### src/rtl/rx_iq_hold_pkg.sv
// rtl/rx_iq_hold_pkg.sv - shared widths, tag and sequencer encoding for rx_iq_hold
package rx_iq_hold_pkg;

    localparam int RX_IQ_W = 24;
    localparam int RX_WORD_W = 16;
    localparam logic [7:0] TEST_TAG = 8'hA5;

    typedef enum logic [1:0] {
        ST_IDLE = 2'd0,
        ST_SI   = 2'd1,
        ST_SQ   = 2'd2,
        ST_S3   = 2'd3
    } seq_state_t;

    function automatic logic [RX_WORD_W-1:0] lo_word(
        input logic [RX_IQ_W-1:0] i_val,
        input logic [RX_IQ_W-1:0] q_val
    );
        return {i_val[7:0], q_val[7:0]};
    endfunction

endpackage

### src/rtl/rx_iq_hold_sat_cnt8.sv
// rtl/rx_iq_hold_sat_cnt8.sv - 8-bit saturating event counter with synchronous clear
module sat_cnt8 (
    input  logic       clk,
    input  logic       clr,
    input  logic       inc,
    output logic [7:0] cnt
);

    always_ff @(posedge clk) begin
        if (clr) begin
            cnt <= 8'h00;
        end else if (inc && (cnt != 8'hFF)) begin
            cnt <= cnt + 8'd1;
        end
    end

endmodule

### src/rtl/rx_iq_hold.sv
// rtl/rx_iq_hold.sv - per-channel I/Q pending/held stage with three-word readout sequencer
module rx_iq_hold
    import rx_iq_hold_pkg::*;
#(
    parameter logic [15:0] TEST_SEED = 16'h0000
) (
    input  logic                 adc_clk,
    input  logic                 reset_A,
    input  logic [RX_IQ_W-1:0]   ddc_i,
    input  logic [RX_IQ_W-1:0]   ddc_q,
    input  logic                 ddc_avail,
    input  logic                 rx_avail_A,
    input  logic                 rd_i,
    input  logic                 rd_q,
    input  logic                 test_en,
    output logic [RX_WORD_W-1:0] dout_A,
    output logic                 busy,
    output logic [7:0]           ovr_cnt,
    output logic [7:0]           udr_cnt
);

    logic [RX_IQ_W-1:0] pend_i, pend_q;
    logic [RX_IQ_W-1:0] held_i, held_q;
    logic [RX_IQ_W-1:0] cap_i, cap_q;
    logic               pend_v;
    logic               defer;
    logic [15:0]        tcnt;
    seq_state_t         state;

    logic promote_req;
    logic seq_free;
    logic do_promote;
    logic ovr_inc;
    logic udr_inc;

    always_comb begin
        cap_i = ddc_i;
        cap_q = ddc_q;
        if (test_en) begin
            cap_i = {TEST_TAG, tcnt};
            cap_q = ~{TEST_TAG, tcnt};
        end
    end

    // An rd_i arriving in IDLE starts a readout this edge, so promotion waits;
    // otherwise the I-hi word and the later words would come from different samples.
    assign promote_req = rx_avail_A | defer;
    assign seq_free    = (state == ST_IDLE) && !rd_i;
    assign do_promote  = promote_req && seq_free;
    assign ovr_inc     = ddc_avail && pend_v && !do_promote;
    assign udr_inc     = do_promote && !pend_v;

    always_ff @(posedge adc_clk) begin
        if (reset_A) begin
            pend_i <= '0;
            pend_q <= '0;
            held_i <= '0;
            held_q <= '0;
            pend_v <= 1'b0;
            defer  <= 1'b0;
            tcnt   <= TEST_SEED;
        end else begin
            if (ddc_avail) begin
                pend_i <= cap_i;
                pend_q <= cap_q;
                if (test_en) begin
                    tcnt <= tcnt + 16'd1;
                end
            end
            if (do_promote && pend_v) begin
                held_i <= pend_i;
                held_q <= pend_q;
            end
            if (ddc_avail) begin
                pend_v <= 1'b1;
            end else if (do_promote) begin
                pend_v <= 1'b0;
            end
            if (do_promote) begin
                defer <= 1'b0;
            end else if (promote_req) begin
                defer <= 1'b1;
            end
        end
    end

    always_ff @(posedge adc_clk) begin
        if (reset_A) begin
            state  <= ST_IDLE;
            dout_A <= '0;
        end else begin
            case (state)
                ST_IDLE: begin
                    if (rd_i) begin
                        state  <= ST_SI;
                        dout_A <= held_i[23:8];
                    end
                end
                ST_SI: begin
                    if (rd_i) begin
                        state  <= ST_SI;
                        dout_A <= held_i[23:8];
                    end else if (rd_q) begin
                        state  <= ST_SQ;
                        dout_A <= held_q[23:8];
                    end else begin
                        state <= ST_IDLE;
                    end
                end
                ST_SQ: begin
                    state  <= ST_S3;
                    dout_A <= lo_word(held_i, held_q);
                end
                ST_S3: begin
                    if (rd_i) begin
                        state  <= ST_SI;
                        dout_A <= held_i[23:8];
                    end else begin
                        state <= ST_IDLE;
                    end
                end
            endcase
        end
    end

    assign busy = (state != ST_IDLE);

    sat_cnt8 u_ovr_cnt (
        .clk (adc_clk),
        .clr (reset_A),
        .inc (ovr_inc),
        .cnt (ovr_cnt)
    );

    sat_cnt8 u_udr_cnt (
        .clk (adc_clk),
        .clr (reset_A),
        .inc (udr_inc),
        .cnt (udr_cnt)
    );

endmodule

### config.mk
export PLATFORM = sky130hd
export DESIGN_NAME = rx_iq_hold
export DESIGN_NICKNAME = d
export VERILOG_FILES = /design/src/rtl/rx_iq_hold_pkg.sv /design/src/rtl/rx_iq_hold_sat_cnt8.sv /design/src/rtl/rx_iq_hold.sv
export SDC_FILE = /design/constraint.sdc
export NUM_CORES = 1
export LEC_CHECK = 0
export CAP_MARGIN = 0
export CORE_ASPECT_RATIO = 1.25
export CORE_MARGIN = 2
export CORE_UTILIZATION = 55
export CTS_BUF_LIST = sky130_fd_sc_hd__clkbuf_8
export DETAILED_ROUTE_END_ITERATION = 8
export PLACE_DENSITY = 0.79
export REMOVE_ABC_BUFFERS = 1
export SETUP_SLACK_MARGIN = 0.15
export SLEW_MARGIN = 30
export SYNTH_ARGS = -nofsm -noshare
export SYNTH_HDL_FRONTEND = slang
export SYNTH_SLANG_ARGS = --single-unit
### constraint.sdc
create_clock -name adc_clk -period 2.25 [get_ports adc_clk]
set_clock_uncertainty 0.1 [all_clocks]
set_input_delay 0.45 -clock adc_clk [delete_from_list [all_inputs] [get_ports adc_clk]]
set_output_delay 0.45 -clock adc_clk [all_outputs]
set_load 0.05 [all_outputs]
# Yosys cells after proc, flatten, opt, wreduce, memory -nomap -nowiden
# Index checks and enable logic that the tools add are counted.
[totals]
ff_bits = 148
[classes]
n_addsub = 3
n_eq_ne = 8
mux = 13
bitwise_logic = 2
n_reduce_logical = 18
[ops]
columns = ["operator", "n"]
rows = [
  ["16-bit two-way mux", 3],
  ["24-bit two-way mux", 2],
  ["16-bit case mux with 3 select lines", 1],
  ["24-bit inverter", 1],
  ["16-bit by 1-bit adder with 16-bit output, second input constant", 1],
  ["8-bit by 1-bit adder with 8-bit output, second input constant", 2],
  ["8-bit inequality test, second input constant", 2],
  ["1-bit logical AND", 8],
  ["2-bit case mux with 4 select lines", 1],
  ["2-bit two-way mux", 3],
  ["2-bit == test, second input constant", 2],
  ["2-bit AND reduction", 2],
  ["2-bit nonzero test", 2],
  ["2-bit OR reduction", 2],
  ["1-bit logical NOT", 3],
  ["1-bit two-way mux", 3],
  ["3-bit inequality test, second input constant", 1],
  ["2-bit by 1-bit == test with 1-bit output, second input constant", 1],
  ["2-bit logical NOT", 1],
  ["2-bit by 1-bit inequality test with 1-bit output, second input constant", 1],
  ["2-bit inequality test, second input constant", 1],
  ["1-bit OR", 1],
]

# Longest topological paths before layout
[depth]
depth_word = 6
mapped_depth = 8
ltp_nobuf = 6

# Hierarchy
# A second synthesis with hierarchy kept.
[hier_totals]
hier_cells = 652
hier_area_um2 = 6234.7
[by_module_without_submodules]
columns = ["mod", "instances", "cells_each", "area_each_um2"]
rows = [
  ["rx_iq_hold", 1, 560, 5373.9],
  ["sat_cnt8", 2, 46, 430.4],
]

# Worst setup path before layout
# No wires, ideal clock.
[synth_path]
path_kind = "reg-to-reg"
start = "register state[0]"
end = "register u_ovr_cnt.cnt[1]"
setup_ns = 0.070
arrival_time_ns = 1.993
required_time_ns = 2.080
setup_slack_ns = 0.087
stages_incl_launch_ff = 8
n_path_buf = 1
path_cell_list = "dfxtp_1 inv_1 ha_1 inv_1 o311ai_2 buf_2 or3b_2 a21oi_1"
[synth_via]
elab_chain_len = 6
[synth_lines]
columns = ["element", "line", "text"]
rows = [
  ["start, declared", "rx_iq_hold.sv:28", "seq_state_t state;"],
  ["start signal, assigned", "rx_iq_hold.sv:89", "state <= ST_IDLE;"],
  ["start signal, assigned", "rx_iq_hold.sv:95", "state <= ST_SI;"],
  ["start signal, assigned", "rx_iq_hold.sv:101", "state <= ST_SI;"],
  ["2-bit logical NOT", "rx_iq_hold.sv:48", "assign seq_free = (state == ST_IDLE) && !rd_i;"],
  ["1-bit logical AND", "rx_iq_hold.sv:48", ""],
  ["1-bit logical AND", "rx_iq_hold.sv:49", "assign do_promote = promote_req && seq_free;"],
  ["1-bit logical NOT", "rx_iq_hold.sv:50", "assign ovr_inc = ddc_avail && pend_v && !do_promote;"],
  ["1-bit logical AND", "rx_iq_hold.sv:50", ""],
  ["1-bit logical AND", "rx_iq_hold_sat_cnt8.sv:12", "end else if (inc && (cnt != 8'hFF)) begin"],
  ["end signal, assigned", "rx_iq_hold_sat_cnt8.sv:13", "cnt <= cnt + 8'd1;"],
  ["end, declared", "rx_iq_hold_sat_cnt8.sv:6", "output logic [7:0] cnt"],
]
# No other way between the ends.
# A chain may end at the register's enable or synchronous reset.

# Worst setup path after layout
[layout_path]
start = "register state[0]"
end = "output port busy"
[layout_via]
elab_chain_len = 1
[layout_lines]
columns = ["element", "line", "text"]
rows = [
  ["2-bit nonzero test", "rx_iq_hold.sv:126", "assign busy = (state != ST_IDLE);"],
  ["end, declared", "rx_iq_hold.sv:17", "output logic busy,"],
]
# No other way between the ends.

==> load_flow_metrics.sql <==
INSERT INTO impl_metrics (metric_group, metric, value, unit) VALUES
('outcome', 'outcome', 'completed', ''),
('floorplan', 'fp.dieW', '98.2', 'um'),
('floorplan', 'floorplan.initialDensity', '55.6', '%'),
('yosys', 'yosys_register_bits', '148', ''),
('critical_path', 'worst_path_largest_cell_delay', '0.39', 'ns'),
('yosys', 'synth_fa_ha_area_share', '1.43', '%'),
('routing', 'ant_nets', '0', ''),
('clock_tree', 'cts-resized-gates', '35', ''),
('min_path', 'whs_endpoint', 'held_q[3]$_SDFFE_PP0P_', ''),
('final_layout', 'antenna-diode-count', '0', ''),
('final_layout', 'layoutNonFillerInstCount', '936', ''),
('floorplan', 'die_h', '122', 'um'),
('routing', 'route.detailed.vias_per_inst', '5.74', ''),
('clock_tree', 'insertion_delay', '0.45', 'ns'),
('clock_tree', 'cts_made_buffers', '17', ''),
('place', 'place_congestion', '0.820', ''),
('global_route', 'grt_remaining_overflow', '0', ''),
('floorplan', 'rows', '43', ''),
('routing', 'drt_drc_violations_left', '0', ''),
('yosys', 'synth_async_sr_flop_share', '0', '%'),
('routing', 'vias', '5371', ''),
('critical_path', 'reg2reg_setup_slack', '0.26', 'ns'),
('clock_tree', 'clock_tree_from_tritoncts', 'built', ''),
('yosys', 'synth-edff-count', '0', ''),
('min_path', 'min_path_type', 'reg2reg', ''),
('critical_path', 'worst-path-max-fanout', '5', ''),
('global_route', 'grt_pass1_wl', '24.0', 'mm'),
('yosys', 'synth_largest_type_area_fraction', '48.5', '%'),
('critical_path', 'rr_endpoint', 'u_ovr_cnt.cnt[5]$_SDFFE_PP0P_', ''),
('yosys', 'yosys_warnings', '0', ''),
('critical_path', 'crit_path_start_kind', 'flop', ''),
('timing', 'layout_worst_path_cycle_share', '89.7', '%'),
('yosys', 'yosys.cell_count.top_type', 'sky130_fd_sc_hd__dfxtp_1', ''),
('timing', 'timing.final.setup_violations', '0', ''),
('critical_path', 'worstPathArrival', '1.47', 'ns'),
('timing', 'final_max_slew_viol_count', '0', ''),
('yosys', 'netlist_top_cells_count', 'sky130_fd_sc_hd__dfxtp_1 (148), sky130_fd_sc_hd__nand2_1 (105), sky130_fd_sc_hd__nor2_1 (84)', ''),
('final_layout', 'finish.utilization', '69.1', '%'),
('global_route', 'grt_antenna_before_repair', '0', ''),
('clock_tree', 'cts_post_setup_buffers_inserted', '0', ''),
('timing', 'timing_worst_slew_pin_value', '0.498', 'ns'),
('yosys', 'synthesis.area_per_instance', '8.66', 'um^2'),
('pwr', 'power-per-cell-area', '726', 'nW/um^2'),
('critical_path', 'critPathKind', 'reg2out', ''),
('critical_path', 'slowest_stage', 'sky130_fd_sc_hd__dfxtp_2', ''),
('yosys', 'synth_compound_gate_area_share', '18.7', '%'),
('critical_path', 'crit_path_cell_trace', 'inv_1 > ha_4 > inv_2 > buf_4 > buf_12', ''),
('place', 'hpwl_reported_at_the_end_of_detailed_placement', '9.97', 'mm'),
('yosys', 'synth_largest_area_cell', 'sky130_fd_sc_hd__dfxtp_1', ''),
('clock_tree', 'clock_tree.htree_level_count', '4', ''),
('routing', 'avgRoutedWirePerCell', '15.7', 'um'),
('clock_tree', 'root_buffer_cell', 'sky130_fd_sc_hd__clkbuf_8', ''),
('final_layout', 'finalNetCount', '851', ''),
('critical_path', 'reg2regPathDepth', '7', ''),
('floorplan', 'die_area', '12000', 'um^2'),
('min_path', 'min_path_cells', '2', ''),
('yosys', 'syn-cell-area', '6100', 'um^2'),
('yosys', 'post_synth_mux_area_share', '5.78', '%'),
('run', 'drv_cap', '0', ''),
('routing', 'drt-initial-drc-count', '360', ''),
('yosys', 'synthFlopType', 'sky130_fd_sc_hd__dfxtp_1', ''),
('yosys', 'synth_seq_area_share', '48.5', '%'),
('global_route', 'via_count_of_the_first_global_routing_pass', '5078', ''),
('global_route', 'grt_start_max_net_pins', '49', ''),
('routing', 'drtPass1Iterations', '8', ''),
('yosys', 'synth_simple_gate_area_share', '18.9', '%'),
('timing', 'grt_setup_unrepaired', 'no', ''),
('global_route', 'global_route.usage.total', '25.0', '%'),
('final_layout', 'fillers', '925', ''),
('clock_tree', 'cts-root-to-sink-buffers', '2', ''),
('yosys', 'synth_top_family_by_area', 'simple AND/OR/NAND/NOR gates', '');
[logic make-up after synthesis]
| family | Yosys count |
|---|---|
| and+or+nand+nor | 258 |
| AOI/OAI and AO/OA | 170 |
| DFF | 148 |
| buffers and inverters | 75 |
| muxes | 35 |
| xor gates and xnor gates | 12 |
| adders and majority gates | 7 |
[worst max-delay path by stage]
stage	startpoint	to	slack, ns	cells after the start
after CTS	state[0]$_SDFFE_PP0P_	busy	0.19	5
final	state[0]$_SDFFE_PP0P_	busy	0.23	5
after global placement	rd_i	u_udr_cnt.cnt[7]$_SDFFE_PP0P_	0.007	6
after detailed placement	rd_i	u_udr_cnt.cnt[6]$_SDFFE_PP0P_	-0.05	6
after global routing	u_udr_cnt.cnt[4]$_SDFFE_PP0P_	udr_cnt[4]	0.18	1
after floorplan	state[0]$_SDFFE_PP0P_	u_ovr_cnt.cnt[5]$_SDFFE_PP0P_	0.002	6
[through the flow]
stage	area [um^2]	worst slack, ns
floorplan	5890	0.00214
global placement	7230	0.00739
detailed placement	7230	-0.0516
CTS	7580	0.188
global route	7590	0.180
finish	7590	0.232
[power breakdown]
part | switching (mW) | total [mW] | internal [mW]
logic | 0.387 | 0.671 | 0.284
clock network | 0.954 | 2.05 | 1.10
registers | 0.0643 | 2.78 | 2.72
total | 1.41 | 5.51 | 4.10
[state kept, by name, indices dropped and copies added, names as in the netlist, named ones only]
name / count
defer: 1
dout_A: 16
held_i: 24
held_q: 24
pend_i: 24
pend_q: 24
pend_v: 1
state: 1
tcnt: 16
u_ovr_cnt.cnt: 8
u_udr_cnt.cnt: 8
[routing by layer]
layer | global-route usage, % | up-vias | share of wire, %
met1 | 30.9 | 2513 | 43
li1 | - | 2655 | -
met5 | 0 | - | 0
met4 | 9.59 | 0 | 1.9
met3 | 5.11 | 24 | 5.8
met2 | 43.2 | 179 | 50
[cells in the final DEF (no fill, tap or decap), types with 2 or more instances in the layout]
cell type and n:
sky130_fd_sc_hd__a21oi_1 74, sky130_fd_sc_hd__nand2b_1 4, sky130_fd_sc_hd__bufinv_16 3, sky130_fd_sc_hd__nand2_1 105, sky130_fd_sc_hd__clkbuf_8 18, sky130_fd_sc_hd__dfxtp_1 147
sky130_fd_sc_hd__clkdlybuf4s50_1 51, sky130_fd_sc_hd__a31o_2 2, sky130_fd_sc_hd__inv_1 24, sky130_fd_sc_hd__ha_1 6, sky130_fd_sc_hd__nor2b_1 12, sky130_fd_sc_hd__a222oi_1 16
sky130_fd_sc_hd__dlygate4sd2_1 32, sky130_fd_sc_hd__or4_1 6, sky130_fd_sc_hd__or3_2 2, sky130_fd_sc_hd__a211oi_1 50, sky130_fd_sc_hd__mux2_2 2, sky130_fd_sc_hd__o22ai_1 8
sky130_fd_sc_hd__buf_12 7, sky130_fd_sc_hd__or3_1 6, sky130_fd_sc_hd__nand4_1 10, sky130_fd_sc_hd__nand3_1 9, sky130_fd_sc_hd__o31ai_1 8, sky130_fd_sc_hd__nor3_1 4
sky130_fd_sc_hd__clkinv_2 8, sky130_fd_sc_hd__xnor2_1 11, sky130_fd_sc_hd__buf_2 2, sky130_fd_sc_hd__mux2i_1 33, sky130_fd_sc_hd__buf_4 24, sky130_fd_sc_hd__nor2_1 84
sky130_fd_sc_hd__nor4_1 8, sky130_fd_sc_hd__o21ai_0 8
[layout make-up]
cell class	count	area, um^2	share of cell area [%]
inverter	24	90.1	1.19
timing repair buffer	116	1120	14.8
tap	135	169	2.23
multi-input combinational	482	2860	37.6
clock inverter	13	141	1.86
sequential	148	2960	39.1
clock buffer	18	248	3.26
[worst max-delay path: cells and delay by family, from the launching register on]
family,cells,cell delay [ns]
buffers and inverters,4,0.44
DFF,1,0.39
adders and majority gates,1,0.20
Note: power is estimated with default switching activity, not from simulation.
